[src/rtl/arf_pkg.sv]
// Shared definitions for the ARF frame controller.
//   ARF_NSAMP / ARF_W : samples per frame and default data word width.
//   arf_state_e       : controller FSM states (LOAD, RUN, OUT).
//   arf_abs_diff_sat  : |a - b| of two signed words. The difference is taken
//                       at ARF_W+1 bits and the magnitude is saturated to ARF_W bits.
package arf_pkg;

    localparam int ARF_NSAMP = 8;
    localparam int ARF_W     = 32;

    typedef enum logic [1:0] {
        LOAD = 2'd0,
        RUN  = 2'd1,
        OUT  = 2'd2
    } arf_state_e;

    function automatic logic [ARF_W-1:0] arf_abs_diff_sat(input logic [ARF_W-1:0] a,
                                                          input logic [ARF_W-1:0] b);
        logic [ARF_W:0] diff;
        logic [ARF_W:0] mag;
        // Sign-extend both operands so the subtraction cannot overflow.
        diff = {a[ARF_W-1], a} - {b[ARF_W-1], b};
        mag  = diff[ARF_W] ? (~diff + 1'b1) : diff;
        return mag[ARF_W] ? {ARF_W{1'b1}} : mag[ARF_W-1:0];
    endfunction

endpackage

[src/rtl/arf_frame_ctrl_if.sv]
// Stream interface of the ARF frame controller.
//   s_valid/s_ready/s_data        : sample input stream.
//   m_valid/m_ready/m_out27/28    : result output stream.
// Modports:
//   master : the environment, which drives samples and accepts results.
//   slave  : the controller.
import arf_pkg::*;

interface arf_frame_ctrl_if #(
    parameter int W = ARF_W
);
    logic         s_valid;
    logic         s_ready;
    logic [W-1:0] s_data;
    logic         m_valid;
    logic         m_ready;
    logic [W-1:0] m_out27;
    logic [W-1:0] m_out28;

    modport master (
        output s_valid, s_data, m_ready,
        input  s_ready, m_valid, m_out27, m_out28
    );

    modport slave (
        input  s_valid, s_data, m_ready,
        output s_ready, m_valid, m_out27, m_out28
    );
endinterface

[src/rtl/arf_err_stat.sv]
// Error statistics between a datapath and a reference datapath run in lockstep.
// Built only when ARF_ERR_STAT_EN is defined.
//   clk, rst_n         : clock and asynchronous active-low reset.
//   clr_i              : synchronous clear of all statistics. It wins over cap_i.
//   cap_i              : capture strobe, one cycle per frame.
//   out27_i/out28_i    : datapath outputs.
//   ref27_i/ref28_i    : reference datapath outputs.
//   err_acc_o          : saturating sum of absolute errors.
//   err_max_o          : largest single absolute error.
//   frame_cnt_o        : number of captured frames. It wraps at 2^16.
import arf_pkg::*;

module arf_err_stat (
    input  logic               clk,
    input  logic               rst_n,
    input  logic               clr_i,
    input  logic               cap_i,
    input  logic [ARF_W-1:0]   out27_i,
    input  logic [ARF_W-1:0]   out28_i,
    input  logic [ARF_W-1:0]   ref27_i,
    input  logic [ARF_W-1:0]   ref28_i,
    output logic [ARF_W+7:0]   err_acc_o,
    output logic [ARF_W-1:0]   err_max_o,
    output logic [15:0]        frame_cnt_o
);
    logic [ARF_W+7:0] acc_q, acc_d;
    logic [ARF_W-1:0] max_q, max_d;
    logic [15:0]      cnt_q, cnt_d;
    logic [ARF_W-1:0] d27, d28, dmax;
    logic [ARF_W+8:0] sum;

    always_comb begin
        d27   = arf_abs_diff_sat(out27_i, ref27_i);
        d28   = arf_abs_diff_sat(out28_i, ref28_i);
        dmax  = (d27 > d28) ? d27 : d28;
        // The extra top bit catches overflow so the sum can saturate.
        sum   = {1'b0, acc_q} + {9'd0, d27} + {9'd0, d28};
        acc_d = acc_q;
        max_d = max_q;
        cnt_d = cnt_q;
        if (clr_i) begin
            acc_d = '0;
            max_d = '0;
            cnt_d = '0;
        end else if (cap_i) begin
            acc_d = sum[ARF_W+8] ? {(ARF_W+8){1'b1}} : sum[ARF_W+7:0];
            max_d = (dmax > max_q) ? dmax : max_q;
            cnt_d = cnt_q + 16'd1;
        end
    end

    always_ff @(posedge clk or negedge rst_n) begin
        if (!rst_n) begin
            acc_q <= '0;
            max_q <= '0;
            cnt_q <= '0;
        end else begin
            acc_q <= acc_d;
            max_q <= max_d;
            cnt_q <= cnt_d;
        end
    end

    assign err_acc_o   = acc_q;
    assign err_max_o   = max_q;
    assign frame_cnt_o = cnt_q;
endmodule

[src/rtl/arf_frame_ctrl.sv]
// ARF frame controller.
// The controller collects NSAMP samples and drives them onto the datapath
// together with the fed-back state. It waits LATENCY cycles, then captures
// outputs 27 and 28 and offers them downstream. On the result handshake,
// those outputs become the state inputs 13 and 14 for the next frame.
// Ports:
//   clk, rst_n         : clock and asynchronous active-low reset.
//   sif (slave)        : sample stream in and result stream out.
//   clr_state          : pulse that zeroes the feedback state. If it arrives
//                        mid-frame, it is deferred to the result handshake.
//   dp_in              : samples to the datapath. Word k is at [k*W +: W].
//   dp_st13/dp_st14    : state inputs in_13_1 and in_14_1.
//   dp_out27/dp_out28  : datapath outputs.
//   busy               : high outside LOAD.
// Optional: define ARF_ERR_STAT_EN to add error statistics against a
// reference datapath. This adds ports ref_out27, ref_out28, err_acc,
// err_max and frame_cnt.
import arf_pkg::*;

module arf_frame_ctrl #(
    parameter int W       = ARF_W,
    parameter int NSAMP   = ARF_NSAMP,
    parameter int LATENCY = 4
) (
    input  logic                clk,
    input  logic                rst_n,
    arf_frame_ctrl_if.slave     sif,
    input  logic                clr_state,
    output logic [NSAMP*W-1:0]  dp_in,
    output logic [W-1:0]        dp_st13,
    output logic [W-1:0]        dp_st14,
    input  logic [W-1:0]        dp_out27,
    input  logic [W-1:0]        dp_out28,
    output logic                busy
`ifdef ARF_ERR_STAT_EN
    ,
    input  logic [W-1:0]        ref_out27,
    input  logic [W-1:0]        ref_out28,
    output logic [W+7:0]        err_acc,
    output logic [W-1:0]        err_max,
    output logic [15:0]         frame_cnt
`endif
);
    localparam int         CW        = $clog2(NSAMP);
    localparam logic [CW-1:0] LAST   = CW'(NSAMP - 1);
    localparam logic [7:0] WAIT_INIT = 8'(LATENCY - 1);

    arf_state_e    state_q, state_d;
    logic [CW-1:0] cnt_q, cnt_d;
    logic [7:0]    wait_q, wait_d;
    logic [W-1:0]  st13_q, st13_d, st14_q, st14_d;
    logic          m_valid_q, m_valid_d;
    logic [W-1:0]  m_out27_q, m_out27_d, m_out28_q, m_out28_d;
    logic          clr_pend_q, clr_pend_d;
    logic          cap;
    logic          load_hs;

    assign load_hs = (state_q == LOAD) && sif.s_valid;

    // One register per sample slot. A slot is written only by the handshake
    // that addresses it, so it stays stable through RUN and OUT.
    for (genvar gi = 0; gi < NSAMP; gi++) begin : g_slot
        logic [W-1:0] slot_q;
        always_ff @(posedge clk or negedge rst_n) begin
            if (!rst_n)
                slot_q <= '0;
            else if (load_hs && (cnt_q == CW'(gi)))
                slot_q <= sif.s_data;
        end
        assign dp_in[gi*W +: W] = slot_q;
    end

    always_comb begin
        state_d    = state_q;
        cnt_d      = cnt_q;
        wait_d     = wait_q;
        st13_d     = st13_q;
        st14_d     = st14_q;
        m_valid_d  = m_valid_q;
        m_out27_d  = m_out27_q;
        m_out28_d  = m_out28_q;
        clr_pend_d = clr_pend_q;
        cap        = 1'b0;
        case (state_q)
            LOAD: begin
                if (clr_state) begin
                    st13_d = '0;
                    st14_d = '0;
                end
                if (sif.s_valid) begin
                    if (cnt_q == LAST) begin
                        cnt_d   = '0;
                        wait_d  = WAIT_INIT;
                        state_d = RUN;
                    end else begin
                        cnt_d = cnt_q + 1'b1;
                    end
                end
            end
            RUN: begin
                if (clr_state) clr_pend_d = 1'b1;
                if (wait_q == 8'd0) begin
                    cap       = 1'b1;
                    m_out27_d = dp_out27;
                    m_out28_d = dp_out28;
                    m_valid_d = 1'b1;
                    state_d   = OUT;
                end else begin
                    wait_d = wait_q - 8'd1;
                end
            end
            OUT: begin
                if (clr_state) clr_pend_d = 1'b1;
                if (sif.m_ready) begin
                    m_valid_d  = 1'b0;
                    clr_pend_d = 1'b0;
                    state_d    = LOAD;
                    // A clear that arrives on the handshake cycle itself also
                    // wins over the feedback.
                    if (clr_pend_q || clr_state) begin
                        st13_d = '0;
                        st14_d = '0;
                    end else begin
                        st13_d = m_out27_q;
                        st14_d = m_out28_q;
                    end
                end
            end
            default: state_d = LOAD;
        endcase
    end

    always_ff @(posedge clk or negedge rst_n) begin
        if (!rst_n) begin
            state_q    <= LOAD;
            cnt_q      <= '0;
            wait_q     <= '0;
            st13_q     <= '0;
            st14_q     <= '0;
            m_valid_q  <= 1'b0;
            m_out27_q  <= '0;
            m_out28_q  <= '0;
            clr_pend_q <= 1'b0;
        end else begin
            state_q    <= state_d;
            cnt_q      <= cnt_d;
            wait_q     <= wait_d;
            st13_q     <= st13_d;
            st14_q     <= st14_d;
            m_valid_q  <= m_valid_d;
            m_out27_q  <= m_out27_d;
            m_out28_q  <= m_out28_d;
            clr_pend_q <= clr_pend_d;
        end
    end

    assign sif.s_ready = (state_q == LOAD);
    assign sif.m_valid = m_valid_q;
    assign sif.m_out27 = m_out27_q;
    assign sif.m_out28 = m_out28_q;
    assign dp_st13     = st13_q;
    assign dp_st14     = st14_q;
    assign busy        = (state_q != LOAD);

`ifdef ARF_ERR_STAT_EN
    arf_err_stat u_err_stat (
        .clk         (clk),
        .rst_n       (rst_n),
        .clr_i       (clr_state),
        .cap_i       (cap),
        .out27_i     (dp_out27),
        .out28_i     (dp_out28),
        .ref27_i     (ref_out27),
        .ref28_i     (ref_out28),
        .err_acc_o   (err_acc),
        .err_max_o   (err_max),
        .frame_cnt_o (frame_cnt)
    );
`endif
endmodule

[src/flat_wrapper.sv]
// flat-port wrapper written by rule: the top's interface ports become plain ports
module arf_frame_ctrl_flat 
#(
    parameter int W       = ARF_W,
    parameter int NSAMP   = ARF_NSAMP,
    parameter int LATENCY = 4
)
  (clk, rst_n, clr_state, dp_in, dp_st13, dp_st14, dp_out27, dp_out28, busy, sif_s_valid, sif_s_data, sif_m_ready, sif_s_ready, sif_m_valid, sif_m_out27, sif_m_out28);
  arf_frame_ctrl_if #(.W(W)) sif_i ();
  input  logic clk;
  input  logic rst_n;
  input  logic clr_state;
  output logic [NSAMP*W-1:0] dp_in;
  output logic [W-1:0] dp_st13;
  output logic [W-1:0] dp_st14;
  input  logic [W-1:0] dp_out27;
  input  logic [W-1:0] dp_out28;
  output logic busy;
  input wire logic [$bits(sif_i.s_valid)-1:0] sif_s_valid;
  input wire logic [$bits(sif_i.s_data)-1:0] sif_s_data;
  input wire logic [$bits(sif_i.m_ready)-1:0] sif_m_ready;
  output wire logic [$bits(sif_i.s_ready)-1:0] sif_s_ready;
  output wire logic [$bits(sif_i.m_valid)-1:0] sif_m_valid;
  output wire logic [$bits(sif_i.m_out27)-1:0] sif_m_out27;
  output wire logic [$bits(sif_i.m_out28)-1:0] sif_m_out28;
  assign sif_i.s_valid = sif_s_valid;
  assign sif_i.s_data = sif_s_data;
  assign sif_i.m_ready = sif_m_ready;
  assign sif_s_ready = sif_i.s_ready;
  assign sif_m_valid = sif_i.m_valid;
  assign sif_m_out27 = sif_i.m_out27;
  assign sif_m_out28 = sif_i.m_out28;
  arf_frame_ctrl #(.W(W), .NSAMP(NSAMP), .LATENCY(LATENCY)) u_core (.clk(clk), .rst_n(rst_n), .sif(sif_i), .clr_state(clr_state), .dp_in(dp_in), .dp_st13(dp_st13), .dp_st14(dp_st14), .dp_out27(dp_out27), .dp_out28(dp_out28), .busy(busy));
endmodule
[config.mk]
export PLATFORM = sky130hd
export DESIGN_NAME = arf_frame_ctrl_flat
export DESIGN_NICKNAME = d
export VERILOG_FILES = /design/src/rtl/arf_pkg.sv /design/src/rtl/arf_frame_ctrl_if.sv /design/src/rtl/arf_err_stat.sv /design/src/rtl/arf_frame_ctrl.sv /design/src/flat_wrapper.sv
export SDC_FILE = /design/constraint.sdc
export NUM_CORES = 1
export LEC_CHECK = 0
export ABC_AREA = 1
export CORE_MARGIN = 8
export CORE_UTILIZATION = 42
export DETAILED_ROUTE_END_ITERATION = 8
export GPL_TIMING_DRIVEN = 1
export PLACE_DENSITY = 0.77
export SLEW_MARGIN = 40
export SYNTH_ARGS = -nofsm -noshare
export SYNTH_HDL_FRONTEND = slang
export SYNTH_HIERARCHICAL = 1
export SYNTH_SLANG_ARGS = --single-unit
[constraint.sdc]
create_clock -name clk -period 1.6 [get_ports clk]
set_input_delay 0.32 -clock clk [delete_from_list [all_inputs] [get_ports clk]]
set_output_delay 0.32 -clock clk [all_outputs]
set_load 0.1 [all_outputs]
=== Word level (Yosys, flattened, before mapping) ===
Cells that the tools add are included.

* $add $sub $neg: 2
* Equality and inequality tests: 15
* Mux-type cells: 23
* Reduce and logical (&&, ||, !) cells: 23

{| class="wikitable"
|+ Operator list
! kind !! count
|-
| 2-to-1 mux 32 bit || 5
|-
| case mux 32 bit (2 select lines) || 2
|-
| 2-to-1 mux 8 bit || 3
|-
| case mux 8 bit (2 select lines) || 1
|-
| == test 3 bit (second input constant) || 4
|-
| logical AND 1 bit || 9
|-
| zero test 8 bit || 1
|-
| 2-to-1 mux 2 bit || 4
|-
| inequality test 2 bit (second input constant) || 4
|-
| AND reduction 4 bit || 2
|-
| nonzero test 2 bit || 4
|-
| subtractor 8 x 1 -> 8 bit (second input constant) || 1
|-
| == test 3 x 2 -> 1 bit (second input constant) || 2
|-
| case mux 2 bit (3 select lines) || 1
|-
| AND reduction 3 bit || 2
|-
| 2-to-1 mux 1 bit || 4
|-
| inequality test 2 x 1 -> 1 bit (second input constant) || 2
|-
| case mux 1 bit (2 select lines) || 2
|-
| AND reduction 2 bit || 2
|-
| adder 3 x 1 -> 3 bit (second input constant) || 1
|-
| == test 3 x 1 -> 1 bit (second input constant) || 1
|-
| zero test 3 bit || 1
|-
| 2-to-1 mux 3 bit || 1
|-
| == test 2 x 1 -> 1 bit (second input constant) || 1
|-
| 3 further kinds || 3
|}

* Register bits: 399
* Bits of input ports: 101
* Output and inout port bits: 387
* Logic and storage cells: 80

=== Logic depth before layout (Yosys ltp) ===
Gate-level depths: netlist of run 1.

* Depth after elaboration: 4
* Gate-level depth with buffers: 11
* Mapped depth without buffers: 10

=== Worst setup path after synthesis of run 1 ===
OpenSTA, ideal clock, no wires.

* Path kind: reg-to-reg
* Start point: reg u_core.state_q[0]
* End point: reg u_core.g_slot[7].slot_q[10]
* Setup time: 0.129 ns
* Data arrival time: 2.256 ns
* Required time: 1.471 ns
* Slack: -0.785 ns
* Cell stages (with the launch flop): 11
* Buffers on the path: 3
* Period minus slack after synthesis: 2.385 ns
* Path through: dfrtp_1 -> inv_1 -> ha_1 -> buf_4 -> nand2_4 -> inv_6 -> nand2_2 -> buf_6 -> buf_2 -> nand2_1 -> o21ai_0

* Word-level cells in the longest chain between the ends: 3

{| class="wikitable"
|+ RTL lines
! element !! line !! RTL
|-
| from (decl) || arf_frame_ctrl.sv:48 || <nowiki>arf_state_e state_q, state_d;</nowiki>
|-
| from (signal assigned) || arf_frame_ctrl.sv:145 || <nowiki>state_q <= state_d;</nowiki>
|-
| zero test 2 bit || -- ||
|-
| named net sif_s_ready || flat_wrapper.sv:22 || <nowiki>output wire logic [$bits(sif_i.s_ready)-1:0] sif_s_ready;</nowiki>
|-
| logical AND 1 bit || arf_frame_ctrl.sv:58 || <nowiki>assign load_hs = (state_q == LOAD) && sif.s_valid;</nowiki>
|-
| logical AND 1 bit || arf_frame_ctrl.sv:67 || <nowiki>else if (load_hs && (cnt_q == CW'(gi)))</nowiki>
|-
| to (signal assigned) || arf_frame_ctrl.sv:68 || <nowiki>slot_q <= sif.s_data;</nowiki>
|-
| to (decl) || arf_frame_ctrl.sv:63 || <nowiki>logic [W-1:0] slot_q;</nowiki>
|}

The timed path passes the listed nets, and every way through them passes these cells.
A chain may end at the register's enable or synchronous reset.

=== Worst setup path in the final report of run 1 ===
* Start point: reg u_core.state_q[0]
* End point: reg u_core.st13_q[28], in the netlist u_core/dp_st13[28]

* Word-level cells in the longest chain between the ends: 3
* Elaborated cells between the ends (all ways): 7
* Classes of those cells: eq/ne (3); mux (1); reduce/logical (3)

{| class="wikitable"
|+ RTL lines
! element !! line !! RTL
|-
| == test 2 bit / zero test 2 bit (equally long branches) || arf_frame_ctrl.sv:84 || <nowiki>case (state_q)</nowiki>
|-
| inequality test 2 bit (no line) / nonzero test 2 bit (equally long branches) || -- ||
|-
| AND reduction 3 bit (no line) || -- ||
|-
| to (signal assigned) || arf_frame_ctrl.sv:148 || <nowiki>st13_q <= st13_d;</nowiki>
|-
| to (decl) || arf_frame_ctrl.sv:51 || <nowiki>logic [W-1:0] st13_q, st13_d, st14_q, st14_d;</nowiki>
|}

Several ways; a longest one is shown, not always the timed one.

==> results of run 1 <==
[timing repair]
item	CTS	global route
gates cloned	4	45
endpoints found under the hold margin	20	0
buffers inserted	12	21
setup endpoints to repair	155	398
pin swaps	4	21
gates resized for setup	23	239
hold buffers	1	0
[critical path: cells and delay by family (launching register included)]
kind | cells | cell delay (ps)
AOI/OAI and AO/OA | 2 | 440
adders and majority gates | 1 | 140
buffers and inverters | 6 | 780
DFF | 1 | 410
and+or+nand+nor | 2 | 100
[cells in the mapped netlist (all sizes together)]
cell type / instances / area, sq um
a21oi: 161 / 805.8
a22oi: 1 / 7.510
a31o: 1 / 8.760
buf: 65 / 420.4
clkbuf: 20 / 77.57
dfrtp: 399 / 9985
ha: 11 / 137.6
inv: 53 / 204.0
nand2: 459 / 1740
nand3: 12 / 97.59
nand4: 5 / 31.28
nor2: 174 / 680.7
nor3: 2 / 21.27
o21ai: 172 / 864.6
or2: 1 / 6.260
xor2: 2 / 17.52
[cells by family (layout without fill, tap and decap cells)]
logic type	Yosys count	in the layout
AO/OA/AOI/OAI	335	335
XOR/XNOR	2	2
adder cells (fa/ha/maj)	11	11
buffers and inverters	138	765
flip-flops	399	399
other	0	2
AND/OR/NAND/NOR	653	654
[cell type report]
class	count	area share
antenna	2	0.0001748
sequential	399	0.3488
tap	461	0.02015
inverter	53	0.007778
clock inverter	16	0.008521
timing repair buffer	633	0.3913
multi-input combinational	1002	0.1778
clock buffer	63	0.04553
[layout by cell type, fill, tap and decap left out, types with 37 or more instances in the layout]
cell type	count
clkbuf_16	79
a21oi_1	88
dfrtp_1	398
a21oi_2	68
buf_12	427
o21ai_0	93
nor2_2	48
clkdlybuf4s50_1	99
o21ai_1	77
nor2_1	115
nand2_1	442
buf_4	37
inv_1	44
[registers in the layout, indices dropped and copies added (netlist names)]
register and cells:
u_core/wait_q 8, u_core/clr_pend_q 1, u_core/cnt_q 3, u_core/sif.m_out28 32, u_core/dp_st13 32, u_core/sif.m_out27 32, u_core/dp_st14 32, u_core/g_slot.slot_q 256
u_core/sif.m_valid 1, u_core/state_q 2
[how the worst max path moves through the flow]
stage	startpoint	to	slack, ps	depth (start not counted)
final	u_core/state_q[0]$_DFFE_PN0P_	u_core/dp_st13[28]$_DFFE_PN0P_	-390	11
after CTS	u_core/state_q[0]$_DFFE_PN0P_	busy	-300	5
after detailed placement	clr_state	u_core/dp_st13[17]$_DFFE_PN0P_	-240	7
after global placement	clr_state	u_core/dp_st13[30]$_DFFE_PN0P_	-160	7
after global routing	u_core/state_q[0]$_DFFE_PN0P_	u_core/g_slot[3].slot_q[1]$_DFFE_PN0P_	-390	10
after floorplan	u_core/state_q[1]$_DFFE_PN0P_	u_core/g_slot[0].slot_q[10]$_DFFE_PN0P_	-130	9
[stage by stage]
stage               setup TNS, ps  hold slack (ps)  instance area [sq um]  utilization  instances
finish                     -82030            293.1                  28630       0.8069       2629
global route               -95370            294.0                  28630       0.8068       2627
CTS                        -12680            283.0                  26660       0.7515       2563
detailed placement         -42970            251.7                  24850       0.7003       2467
global placement           -28420            254.9                  24850       0.7003       2467
floorplan                  -34370            24.41                  15410            -       1538
[metal layers]
metal,routed length [um],global-route usage
met1,25120,0.3129
met2,36930,0.4907
met3,6848,0.05809
met4,5753,0.1657
met5,0,0
==> results.py, run 1 <==
metrics = {
    "status": {
        "outcome": "finished with violations",
        "violations": "setup timing",
    },
    "global_route": {
        "grt_antenna_before_repair": 1,
        "grt_overflow": 0,
        "grt_max_degree": 73,
        "grt_pass1_vias": 14820,
        "grt_usage": 0.2806,
        "grt_pass1_wl_um": 90930,
    },
    "synth": {
        "synth_mux_area_frac": 0,
        "synth-simple-area-share": 0.1706,
        "synth_area_per_cell_sq_um": 9.822,
        "synth-xor-area-share": 0.001160,
        "synth_area_sq_um": 15110,
        "synth_adder_area_share": 0.009111,
        "yosysSeqAreaShare": 0.6610,
        "syn_nets": 1650,
        "yosys_warnings": 6,
        "syn_inst": 1538,
        "synth_compound_area_frac": 0.1117,
        "ys_types": 29,
        "ys_seq_elements": 399,
        "synth_top_family_by_area": "simple AND/OR/NAND/NOR gates",
    },
    "critical_path": {
        "reg2reg_from": "u_core/state_q[0]$_DFFE_PN0P_",
        "slowest_stage": "dfrtp_1",
        "worstPathArrival_ps": 2440,
        "end_kind": "flop",
        "rrSetupSlack_ps": -390,
        "max_stage_delay_ps": 410,
        "r2r_cells": 11,
        "cp_max_fo": 8,
        "worst_path_most_repeated_cell": "buf_6",
        "worstPathRequired_ps": 2050,
        "crit_chain": "inv_2 > ha_4 > buf_4 > buf_6 > nand2_2 > a22oi_2 > buf_6 > buf_12 > buf_8 > nor2_1 > a21oi_1",
        "rr_endpoint": "u_core/dp_st13[28]$_DFFE_PN0P_",
        "start_kind": "flop",
        "path_class": "flop to flop",
    },
    "timing": {
        "fmax_ghz": 0.5035,
        "slew_viol_final": 0,
        "finClkSkew_ps": 30.51,
        "tightest_slew_ps": 533.5,
        "fin_crit_ps": 1986,
        "setup_viol": 388,
        "fin_crit_sh": 1.241,
        "hold_viol_final": 0,
        "timing.final.ws_setup_ps": -386.0,
        "rsz0062_at_grt": "true",
        "relSlewSlack": 0.6440,
    },
    "final_layout": {
        "register_area_sq_um": 9986,
        "nFillCells": 1637,
        "multiInputGateArea_sq_um": 5090,
        "nNetsFinal": 2244,
        "area_growth_pct": 89.55,
        "drive_above_1_share": 0.3615,
    },
    "detailed_routing": {
        "totalWireLength_um": 74650,
        "routedWlPerCell_um": 28.40,
        "first_iter_violations": 1498,
        "via_per_inst": 5.808,
        "vias": 15270,
        "drc": 0,
        "dr.pass1.iters": 6,
        "ant_nets": 0,
    },
    "cts": {
        "clock-sinks": 399,
        "cts_buffers": 43,
        "root_buffer": "clkbuf_16",
        "cts.reportedPaths.clkPinSlew_ps": 70,
        "cts_tree": "yes",
        "clk_path_buf_depth": 3,
        "htreeDepth": 2,
        "clk_latency_ps": 550,
    },
    "die": {
        "core_area_sq_um": 35480,
        "die_h_um": 205.6,
        "io-pin-count": 488,
        "dieArea_sq_um": 42290,
        "rows": 69,
        "die_x_um": 205.6,
        "initial_utilization": 0.4257,
    },
    "job": {
        "drv_cap": 0,
    },
    "placed_design": {
        "io_buffers": 487,
        "dp_hpwl_um": 41410,
        "routabilityCongestion": 0.8729,
        "place_ws_ps": -236.6,
    },
    "hold_path": {
        "hold_class": "input pin to asynchronous set/reset pin",
    },
}
Power of run 1 is left out: the tool's default activity adds up to more than one toggle a clock period on the data nets, which glitch-free logic cannot reach.
==> run 2: changes to the inputs <==
--- a/config.mk
+++ b/config.mk
@@ -5,8 +5,7 @@
 export SDC_FILE = /design/constraint.sdc
 export NUM_CORES = 1
 export LEC_CHECK = 0
-export ABC_AREA = 1
-export CORE_MARGIN = 8
+export CORE_MARGIN = 4
 export CORE_UTILIZATION = 42
 export DETAILED_ROUTE_END_ITERATION = 8
 export GPL_TIMING_DRIVEN = 1
==> run 2 against run 1 <==
Net effect: highest routed layer unchanged; via count down 21%; first-iteration DRC count down 49%; critical path type unchanged; the run still ends with setup timing left; global-route usage up 1.7 points; critical path depth down 3; die area down 6.8%.
==> results.py, run 2 <==
metrics = {
    "timing": {
        "relSlewSlack": 0.6644,
        "fin_crit_sh": 1.327,
        "slew_viol_final": 0,
        "tightest_slew_ps": 501.8,
        "setup_viol": 397,
        "rsz0062_at_grt": "true",
        "timing.final.ws_setup_ps": -523.2,
        "hold_viol_final": 0,
        "finClkSkew_ps": 23.63,
        "fin_crit_ps": 2123,
        "fmax_ghz": 0.4710,
    },
    "placed_design": {
        "routabilityCongestion": 0.8446,
        "placed_cells": 2024,
        "place_ws_ps": -519.9,
        "dp_hpwl_um": 37890,
        "io_buffers": 487,
    },
    "detailed_routing": {
        "via_per_inst": 5.591,
        "vias": 12130,
        "ant_nets": 0,
        "routedWlPerCell_um": 30.55,
        "dr.pass1.iters": 4,
        "first_iter_violations": 757,
        "drc": 0,
        "totalWireLength_um": 66260,
    },
    "critical_path": {
        "start_kind": "flop",
        "end_kind": "flop",
        "r2r_cells": 8,
        "rrSetupSlack_ps": -520,
        "reg2reg_from": "u_core/wait_q[0]$_DFFE_PN0P_",
        "crit_start": "u_core/wait_q[0]$_DFFE_PN0P_",
        "worstPathArrival_ps": 2590,
        "cp_max_fo": 3,
        "path_class": "flop to flop",
        "rr_endpoint": "u_core/wait_q[6]$_DFFE_PN0P_",
        "cp-endpoint": "u_core/wait_q[6]$_DFFE_PN0P_",
        "worstPathRequired_ps": 2070,
    },
    "die": {
        "dieArea_sq_um": 39430,
        "core_area_sq_um": 35660,
        "die_h_um": 198.6,
        "initial_utilization": 0.4278,
        "io-pin-count": 488,
        "die_x_um": 198.6,
        "rows": 69,
    },
    "synth": {
        "synthTopCellsByArea": "dfrtp_1, mux2_2, nand2_1, nand3_1, ha_1",
        "synth_most_common_cell": "dfrtp_1",
        "yosysSeqAreaShare": 0.6546,
        "synth_area_per_cell_sq_um": 14.43,
        "ys.flop_type": "dfrtp_1",
        "syn_inst": 1057,
        "yosysTopAreaCell": "dfrtp_1",
        "yosys_warnings": 6,
        "synth_top_area_share": 0.6546,
        "ys_types": 40,
        "synthTopCellsByCount": "dfrtp_1, mux2_2, nand2_1",
        "async_reset_ff_frac": 1.000,
        "syn_nets": 1169,
        "synth_area_sq_um": 15250,
        "ys_seq_elements": 399,
        "synth_edf_count": 0,
    },
    "cts": {
        "clk_path_buf_depth": 3,
        "cts_buffers": 43,
        "root_buffer": "clkbuf_16",
        "clk_latency_ps": 560,
        "htreeDepth": 2,
        "cts.reportedPaths.clkPinSlew_ps": 60,
        "cts_tree": "yes",
        "clock-sinks": 399,
    },
    "final_layout": {
        "area_growth_pct": 90.15,
        "largest_reg_flops": 256,
        "nFillCells": 1618,
        "nNetsFinal": 1791,
        "layoutNonFillerInstCount": 2169,
        "final_cell_mix": "buf_12, dfrtp_1, mux2_2, nand2_1, clkdlybuf4s50_1",
        "fin_util": 0.8135,
        "final_common_cell": "buf_12",
        "drive_above_1_share": 0.6180,
        "top_register": "u_core/g_slot.slot_q",
    },
    "global_route": {
        "grt_max_degree": 52,
        "grt_usage": 0.2973,
        "grt_pass1_wl_um": 88000,
        "grt_overflow": 0,
        "grt_pass1_vias": 13120,
        "grt_antenna_before_repair": 1,
    },
    "status": {
        "outcome": "finished with violations",
        "violations": "setup timing",
    },
    "job": {
        "drv_cap": 0,
    },
    "hold_path": {
        "hold_class": "input pin to asynchronous set/reset pin",
    },
}
==> run 2: changes by cell type in the layout (fill, tap and decap cells not counted), sizes merged, moves of 3 or more <==
cell / before / now
bufinv: 6 / 3
mux2: 0 / 322
nand3: 12 / 70
a21oi: 161 / 8
nand2: 460 / 134
clkbuf: 97 / 74
buf: 499 / 518
inv: 52 / 8
a31oi: 0 / 4
o21ai: 172 / 6
nor2: 174 / 8
==> run 2: through the flow <==
| step | instance area, sq um | hold WS (ps) | setup TNS [ps] |
|---|---|---|---|
| 4_1_cts | 28190 | 288.9 | -111170 |
| 3_3_place_gp | 25660 | 274.5 | -119800 |
| 6_report | 29000 | 310.8 | -124170 |
| 3_5_place_dp | 25660 | 275.7 | -128190 |
| 2_1_floorplan | 16060 | 24.41 | -86560 |
| 5_1_grt | 29000 | 317.0 | -142540 |
==> run 2: critical path, stage by stage (launching register included) <==
cell and delay (ps):
dfrtp_1 390, inv_2 100, ha_4 140, or4bb_4 530, buf_6 140, o211ai_1 310
buf_4 200, o31ai_2 60, a21oi_2 160
==> run 2: worst min-delay path by stage <==
| stage | from | end | slack, ps | cells past startpoint |
|---|---|---|---|---|
| 5_1_grt | rst_n | u_core/dp_st14[20]$_DFFE_PN0P_ | 320 | 2 |
| 3_3_place_gp | rst_n | u_core/dp_st14[20]$_DFFE_PN0P_ | 270 | 1 |
| 3_5_place_dp | rst_n | u_core/dp_st14[6]$_DFFE_PN0P_ | 280 | 1 |
| 4_1_cts | rst_n | u_core/dp_st14[6]$_DFFE_PN0P_ | 290 | 2 |
| 2_1_floorplan | rst_n | u_core/clr_pend_q$_DFFE_PN0P_ | 20 | 0 |
| 6_report | rst_n | u_core/dp_st14[6]$_DFFE_PN0P_ | 310 | 2 |
==> run 2: layout make-up <==
class	instances	area, sq um	area share
multi-input combinational	596	6040	0.2082
inverter	9	40.04	0.001380
sequential	399	9985	0.3442
clock inverter	11	133.9	0.004616
timing repair buffer	630	10930	0.3767
clock buffer	62	1300	0.04482
antenna	1	2.502	0.00008628
tap	461	576.8	0.01989
==> run 2: cell families (layout without fill, tap and decap cells) <==
group           count (synthesis)  in the layout  synth area share
flops                         399            399            0.6546
buf+inv                        64            712           0.01829
fa+ha+maj                      11             11          0.009023
compound gates                 30             31           0.01321
other cells                     0              1                 0
mux                           322            322            0.2377
simple gates                  231            232           0.06718
==> run 2: routing by layer <==
| metal | wire length [um] | up-vias | GRT usage |
|---|---|---|---|
| met5 | 0 | - | 0 |
| met4 | 3252 | 0 | 0.1089 |
| met3 | 5534 | 192 | 0.09214 |
| met2 | 34500 | 634 | 0.5241 |
| met1 | 22980 | 6360 | 0.3417 |
| li1 | - | 4941 | - |
==> run 2: timing repair <==
item,CTS,global route
gates resized for setup,79,166
endpoints found under the setup margin,400,402
gates cloned,21,16
endpoints found under the hold margin,33,0
setup buffers,31,17
pin swaps,21,22
hold buffers,1,0
Power of run 2 is left out for the same reason.
